`src/rtl/threeway_pi_pipe.sv`:
```
// ---------------------------------------------------------------------------
// threeway_pi_pipe
//
// Elastic, pipelined pi1/pi2 permutation for the 3-Way round datapath.
// A 3-word block is permuted combinationally on the way into stage 0.
// It then travels through STAGES register stages under a valid/ready
// handshake with full backpressure.
//
// Word a1 always passes through unchanged.
//   pi2 (imode=0): a0' = a0 rotl ROT_S, a2' = a2 rotr ROT_L
//   pi1 (imode=1): a0' = a0 rotr ROT_L, a2' = a2 rotl ROT_S
//
// Optional feature, enabled with macro THREEWAY_PI_INV_EN:
//   This adds the input iinv. When iinv=1 the inverse of the selected
//   permutation is applied, which the decryption round needs.
//
// Parameters:
//   WORD_W  width of each word (block is 3*WORD_W)
//   ROT_L   long rotation amount, 0 < ROT_L < WORD_W
//   ROT_S   short rotation amount, 0 < ROT_S < WORD_W
//   STAGES  number of register stages (= latency), >= 1
//
// Ports:
//   clk     clock, rising edge
//   rst_n   synchronous active-low reset
//   ivalid  input block valid
//   iready  input accepted when ivalid && iready
//   imode   0 = pi2, 1 = pi1, sampled with iword
//   iinv    (THREEWAY_PI_INV_EN only) apply inverse permutation
//   iword   packed block: a0=[W-1:0], a1=[2W-1:W], a2=[3W-1:2W]
//   ovalid  output block valid
//   oready  downstream accepts when ovalid && oready
//   oword   permuted block, same packing
//   count   number of blocks currently held in the pipe
// ---------------------------------------------------------------------------
module threeway_pi_pipe #(
    parameter int WORD_W = 32,
    parameter int ROT_L  = 10,
    parameter int ROT_S  = 1,
    parameter int STAGES = 2
) (
    input  logic                         clk,
    input  logic                         rst_n,
    input  logic                         ivalid,
    output logic                         iready,
    input  logic                         imode,
`ifdef THREEWAY_PI_INV_EN
    input  logic                         iinv,
`endif
    input  logic [3*WORD_W-1:0]          iword,
    output logic                         ovalid,
    input  logic                         oready,
    output logic [3*WORD_W-1:0]          oword,
    output logic [$clog2(STAGES+1)-1:0]  count
);

    localparam int BLK_W = 3 * WORD_W;
    localparam int CNT_W = $clog2(STAGES + 1);

    // Elaboration-time parameter checks.
    if (ROT_L < 1 || ROT_L >= WORD_W) begin : g_bad_rot_l
        $error("threeway_pi_pipe: ROT_L=%0d must be in 1..WORD_W-1", ROT_L);
    end
    if (ROT_S < 1 || ROT_S >= WORD_W) begin : g_bad_rot_s
        $error("threeway_pi_pipe: ROT_S=%0d must be in 1..WORD_W-1", ROT_S);
    end
    if (STAGES < 1) begin : g_bad_stages
        $error("threeway_pi_pipe: STAGES=%0d must be >= 1", STAGES);
    end

    // Pure bit rotations. The rotation amounts are parameters, so these
    // reduce to wiring.
    function automatic logic [WORD_W-1:0] rotl(input logic [WORD_W-1:0] x,
                                               input int unsigned       n);
        return (x << n) | (x >> (WORD_W - n));
    endfunction

    function automatic logic [WORD_W-1:0] rotr(input logic [WORD_W-1:0] x,
                                               input int unsigned       n);
        return (x >> n) | (x << (WORD_W - n));
    endfunction

    logic [WORD_W-1:0] a0;
    logic [WORD_W-1:0] a1;
    logic [WORD_W-1:0] a2;
    logic [WORD_W-1:0] p0;
    logic [WORD_W-1:0] p2;
    logic [BLK_W-1:0]  perm;

    assign a0 = iword[WORD_W-1:0];
    assign a1 = iword[2*WORD_W-1:WORD_W];
    assign a2 = iword[3*WORD_W-1:2*WORD_W];

    // Permutation ahead of stage 0. When enabled, the inverse swaps the
    // rotation directions, so each forward mode is undone exactly.
    always_comb begin
        if (imode) begin
            p0 = rotr(a0, ROT_L);
            p2 = rotl(a2, ROT_S);
        end else begin
            p0 = rotl(a0, ROT_S);
            p2 = rotr(a2, ROT_L);
        end
`ifdef THREEWAY_PI_INV_EN
        if (iinv) begin
            if (imode) begin
                p0 = rotl(a0, ROT_L);
                p2 = rotr(a2, ROT_S);
            end else begin
                p0 = rotr(a0, ROT_S);
                p2 = rotl(a2, ROT_L);
            end
        end
`endif
        perm = {p2, a1, p0};
    end

    // Pipeline state.
    logic [STAGES-1:0] valid_q;
    logic [BLK_W-1:0]  data_q [STAGES];
    logic [CNT_W-1:0]  count_q;

    // Stall chain.
    //   advance[k]: the content of stage k moves on at the next edge.
    //   load[k]:    stage k takes in its upstream content.
    // The chain runs from oready backwards. An empty stage downstream lets
    // everything behind it move, which collapses bubbles.
    logic [STAGES-1:0] advance;
    logic [STAGES-1:0] load;

    always_comb begin
        logic chain;
        chain = oready;
        for (int k = STAGES - 1; k >= 0; k--) begin
            advance[k] = chain;
            load[k]    = chain || !valid_q[k];
            chain      = chain || !valid_q[k];
        end
    end

    // Stage inputs: stage 0 is fed by the permutation, later stages by
    // their predecessor.
    logic [STAGES-1:0] in_valid;
    logic [BLK_W-1:0]  in_data [STAGES];

    always_comb begin
        in_valid[0] = ivalid;
        in_data[0]  = perm;
        for (int k = 1; k < STAGES; k++) begin
            in_valid[k] = valid_q[k-1];
            in_data[k]  = data_q[k-1];
        end
    end

    logic accept;
    logic emit;

    assign iready = load[0];
    assign accept = ivalid && iready;
    assign emit   = valid_q[STAGES-1] && oready;

    // Stage registers.
    // - A loading stage takes its upstream valid bit and data.
    // - A stalled stage holds both unchanged.
    // - Reset clears everything, including the data, so that nothing is X.
    always_ff @(posedge clk) begin
        if (!rst_n) begin
            valid_q <= '0;
            for (int k = 0; k < STAGES; k++) begin
                data_q[k] <= '0;
            end
        end else begin
            for (int k = 0; k < STAGES; k++) begin
                if (load[k]) begin
                    valid_q[k] <= in_valid[k];
                    data_q[k]  <= in_data[k];
                end
            end
        end
    end

    // Occupancy counter.
    // - Accept and emit in the same cycle cancel each other.
    // - Accept alone increments; emit alone decrements.
    always_ff @(posedge clk) begin
        if (!rst_n) begin
            count_q <= '0;
        end else begin
            case ({accept, emit})
                2'b10:   count_q <= count_q + CNT_W'(1);
                2'b01:   count_q <= count_q - CNT_W'(1);
                default: count_q <= count_q;
            endcase
        end
    end

    assign ovalid = valid_q[STAGES-1];
    assign oword  = data_q[STAGES-1];
    assign count  = count_q;

endmodule
```
`config.mk`:
```
export PLATFORM = sky130hd
export DESIGN_NAME = threeway_pi_pipe
export DESIGN_NICKNAME = d
export VERILOG_FILES = /design/src/rtl/threeway_pi_pipe.sv
export SDC_FILE = /design/constraint.sdc
export NUM_CORES = 1
export LEC_CHECK = 0
export CORE_ASPECT_RATIO = 1.25
export CORE_MARGIN = 1.5
export CORE_UTILIZATION = 40
export DETAILED_ROUTE_END_ITERATION = 7
export HOLD_SLACK_MARGIN = 0.03
export PLACE_DENSITY = 0.69
export SLEW_MARGIN = 25
export SYNTH_ARGS = -nofsm -noshare
export SYNTH_HDL_FRONTEND = slang
export SYNTH_SLANG_ARGS = --single-unit
```
`constraint.sdc`:
```
create_clock -name clk -period 3.85 [get_ports clk]
set_input_delay 0.385 -clock clk [delete_from_list [all_inputs] [get_ports clk]]
set_output_delay 0.385 -clock clk [all_outputs]
set_load 0.01 [all_outputs]
```
======== Word-level counts from Yosys, hierarchy flattened ========
Memory sizes are Yosys's and may differ from the RTL's.
Cells that the tools add are included.
word-level totals
  register bits after elaboration ......... 4
  memory bits (writable) .................. 192
  input port bits ......................... 101
  output and inout bits ................... 100
  word-level logic and storage cells ...... 33
  memories kept ........................... 1
cells by class
  add/sub/neg operators ................... 2
  eq/ne operators ......................... 2
  mux-type cells .......................... 12
  bitwise operators ....................... 6
  reduce and logical (&&, ||, !) cells .... 7
memories
  memory  depth  width  read ports  clocked after Yosys merged registers in  wr ports  RTL line  text
  data_q  2      96     2           0                                        2         120       logic [BLK_W-1:0] data_q [STAGES];
operators with widths
  operator             number
  $mux 96              2
  $mux 32              2
  $or 22x32->32        2
  $or 32x1->32         2
  $mux 1               7
  $pmux 2 s2           1
  $add 2x1->2 const B  1
  $eq 2x1->1 const B   1
  $eq 2x2->1 const B   1
  $logic_and 1x1->1    2
  $logic_not 1->1      2
  $logic_or 1x1->1     2
  $or 1x1->1           2
  $reduce_bool 2->1    1
  $sub 2x1->2 const B  1

======== Longest topological paths before layout ========
  depth after elaboration ................. 7
  gate-level depth with buffers ........... 8

======== Worst setup path after synthesis ========
OpenSTA, ideal clock, no wires.
  kind .................................... input-to-reg
  start point ............................. input port rst_n
  end point ............................... memory data_q[0][0] (netlist name) (enable)
  library setup time ...................... 1.143 ns
  arrival time ............................ 2.921 ns
  data required time ...................... 2.707 ns
  slack ................................... -0.214 ns
  stages on the path ...................... 3
  cell sequence ........................... buf_4 > clkbuf_1 > nand3_1
RTL lines
  element             RTL line  text
  start: declaration  43        input logic rst_n,
  end: declaration    120

==> results.md <==
* Run status: finished clean
* Maximum buffer depth of the clock tree at 2
* YS warnings at 0
* Antenna violations before repair at 0
* Maximum clock skew at final layout at 0.007548 ns
* Height of the chip at 167.4 µm
* Initial DRC count at 294
* Routed vias/inst at 4.836
* Count of unique library cells instantiated by Yosys at 22
* LEAKAGE at 0.004599 µW
* Critical path origin: oready
* Residual antenna-violating net count after detailed routing at 0
* Clock Pin Slew Worst Setup and Hold Paths at 0.07 ns
* TritonCTS Buffers at 17
* Crit path kind: input port to register
* Hold buffer count at cts at 0
* Total congestion overflow at 0
* Total of buffers placed on input and output ports at 200
* HPWL Detailed at 11320 µm
* Flops & latches, synth at 196
* Site row count at 59
* Total Die Area at 22510 µm²
* Detailed-routed wire length on met3 at 746 µm
* Number of H-tree branching levels at 4
* Crit. End Element: register
* Pin count of the biggest net entering global routing at 92
* Commonest non-fill, non-tap cells in the layout: clkdlybuf4s50_1, edfxtp_1, and3_1, mux2i_1, nor2_1
* Final critical delay including setup and external delays at 2.326 ns
* Wire length of the first global-routing pass at 25170 µm
* Routed via count at 4754
* Root buffer cell: clkbuf_16
* Setup TNS at 0 ns
* Filler cell count at 1776
* Highest routed metal layer: met4
* Finished Cell Area at 10610 µm²
* Post-synth net total at 709
* Clock sinks at 196
* Proportion of layout cells with a drive suffix above 1 at 0.05783
* Length of the first detailed-routing pass in iterations at 5
* Hold violation count in the final report at 0
* Most common cell after layout, fill and taps aside: clkdlybuf4s50_1
* Worst voltage drop across the vdd grid at 304.1 µV
* Max Slew Vio Count at 0
* Placement-stage cell area at 10070 µm²
* Setup repair after global routing missed its margin: no
* Routed WL at 16560 µm
* Actual transition at the worst max-transition pin at 1.008 ns
* Post-CTS setup buffer count at 0
* CTS tree: done
* Count of boundary I/O pins at 201
* Die outline width at 134.5 µm
* Critical path required time at 3.91 ns
* Number of antenna repair diodes at 0
* Std-Cell Core Area at 21040 µm²
* Routed metal-1 wirelength at 7015 µm
* Routability congestion estimate at 0.7461
* Power density over cell area at 434.0 nW/µm²
* Relative max-transition margin at 0.3277
* FF-to-FF Start: valid_q[1]$_SDFFE_PN0P_
* Clock latency on the worst-skew pair at 0.43 ns
* Maximum Capacitance Violations at 0
* Routed wl met2 at 8380 µm
* Critical path fanouts, max at 52
* Post-synthesis area per instance at 14.25 µm²
* Cell area after synthesis at 8647 µm²
* Net count of the finished layout at 798
* GRT Resource Usage Total at 0.1482
* Number of failing setup endpoints in the final timing report at 0
* Fin crit share at 0.6041
* CP arrival at 2.38 ns
* Proportion of synthesized chip area in sequential cells at 0.6760
* Area added between synthesis and finish at 22.73%
* DR DRC count at 0
* Number of global-route vias before repair at 4739
* Worst setup SP type: input port
* Worst Hold Class: input port to register
* Routed wire length per instance at 16.84 µm
* Cell count after synthesis at 607
* Startpoint of the tightest hold check path: rst_n
* Max Clock Freq at 430.0 MHz
* Starting utilization of the core area at 0.4110
* Post-cts gate resize count at 0
[worst max-delay path, cell delays in order]
cell             delay [ns]
clkdlybuf4s50_1        0.51
nor2b_1                0.15
nand3_4                0.11
buf_4                  0.47
buf_4                  0.63
[area by class of cell]
class / count / area [µm²] / area share
timing repair buffer: 208 / 2057 / 0.1938
clock buffer: 19 / 432.9 / 0.04079
tap: 274 / 342.8 / 0.03230
sequential: 196 / 5846 / 0.5508
inverter: 1 / 3.754 / 0.0003537
multi-input combinational: 272 / 1832 / 0.1726
clock inverter: 13 / 98.84 / 0.009314
[worst paths after layout]
kind	endpoint	cells after the start	slack, ns
setup / recovery	data_q[0][23]$_SDFFCE_PN0P_	5	1.52
hold / removal	valid_q[1]$_SDFFE_PN0P_	2	0.43
setup reg to reg	data_q[0][23]$_SDFFCE_PN0P_	4	1.55
hold reg to reg	count[1]$_SDFFE_PN0P_	2	0.54
[cell usage after synthesis]
master / instances / share of area
edfxtp_1: 192 / 0.67
and3_1: 128 / 0.093
buf_4: 105 / 0.091
mux2i_1: 64 / 0.074
nor2_1: 64 / 0.028
clkbuf_1: 17 / 0.0074
buf_6: 10 / 0.013
buf_2: 6 / 0.0035
dfxtp_1: 4 / 0.0093
a21boi_1: 2 / 0.0017
and2_1: 2 / 0.0014
nand2_1: 2 / 0.00087
xnor2_1: 2 / 0.0020
ha_1: 1 / 0.0014
inv_1: 1 / 0.00043
nand2_2: 1 / 0.00072
nand3_1: 1 / 0.00058
nand3b_4: 1 / 0.0023
nor2b_1: 1 / 0.00072
o21a_1: 1 / 0.00087
o21ai_0: 1 / 0.00058
or3_1: 1 / 0.00072
[where the power goes]
group | internal [µW] | leakage (µW) | switching [µW]
combinational | 281 | 0.00206 | 203
clock | 837 | 0.000259 | 758
sequential | 2490 | 0.00228 | 40.8
total | 3600 | 0.00460 | 1000
[per-stage QoR]
stage	hold WS (ns)	cells	setup slack, ns	total power (µW)	utilization
6_report	0.4331	983	1.524	4606	0.5044
5_1_grt	0.4522	983	1.387	4774	0.5044
4_1_cts	0.4043	983	1.569	4653	0.5040
3_5_place_dp	0.4950	951	1.148	3061	0.4787
3_3_place_gp	0.4701	951	1.204	3051	0.4787
2_1_floorplan	0.5010	607	0.5815	2847	-
[cells by family (layout without fill, tap and decap cells)]
kind of cell             Yosys count  count (layout)  share of synthesized area
flip-flops                       196             196                     0.6760
adder cells (fa/ha/maj)            1               1                   0.001447
XOR/XNOR                           2               2                   0.002026
multiplexers                      64              64                    0.07408
AND/OR/NAND/NOR                  201             201                     0.1278
AO/OA/AOI/OAI                      4               4                   0.003183
buffers and inverters            139             241                     0.1155
[registers in the layout, summed over array words and instances (netlist names)]
| name | flops |
|---|---|
| data_q | 192 |
| count | 2 |
| valid_q | 2 |
[layer usage]
metal / track usage / vias to the layer above
li1: - / 2278
met1: 0.1842 / 2297
met2: 0.2495 / 154
met3: 0.02967 / 25
met4: 0.06639 / 0
met5: 0 / -
Note: power is estimated with default switching activity, not from simulation.
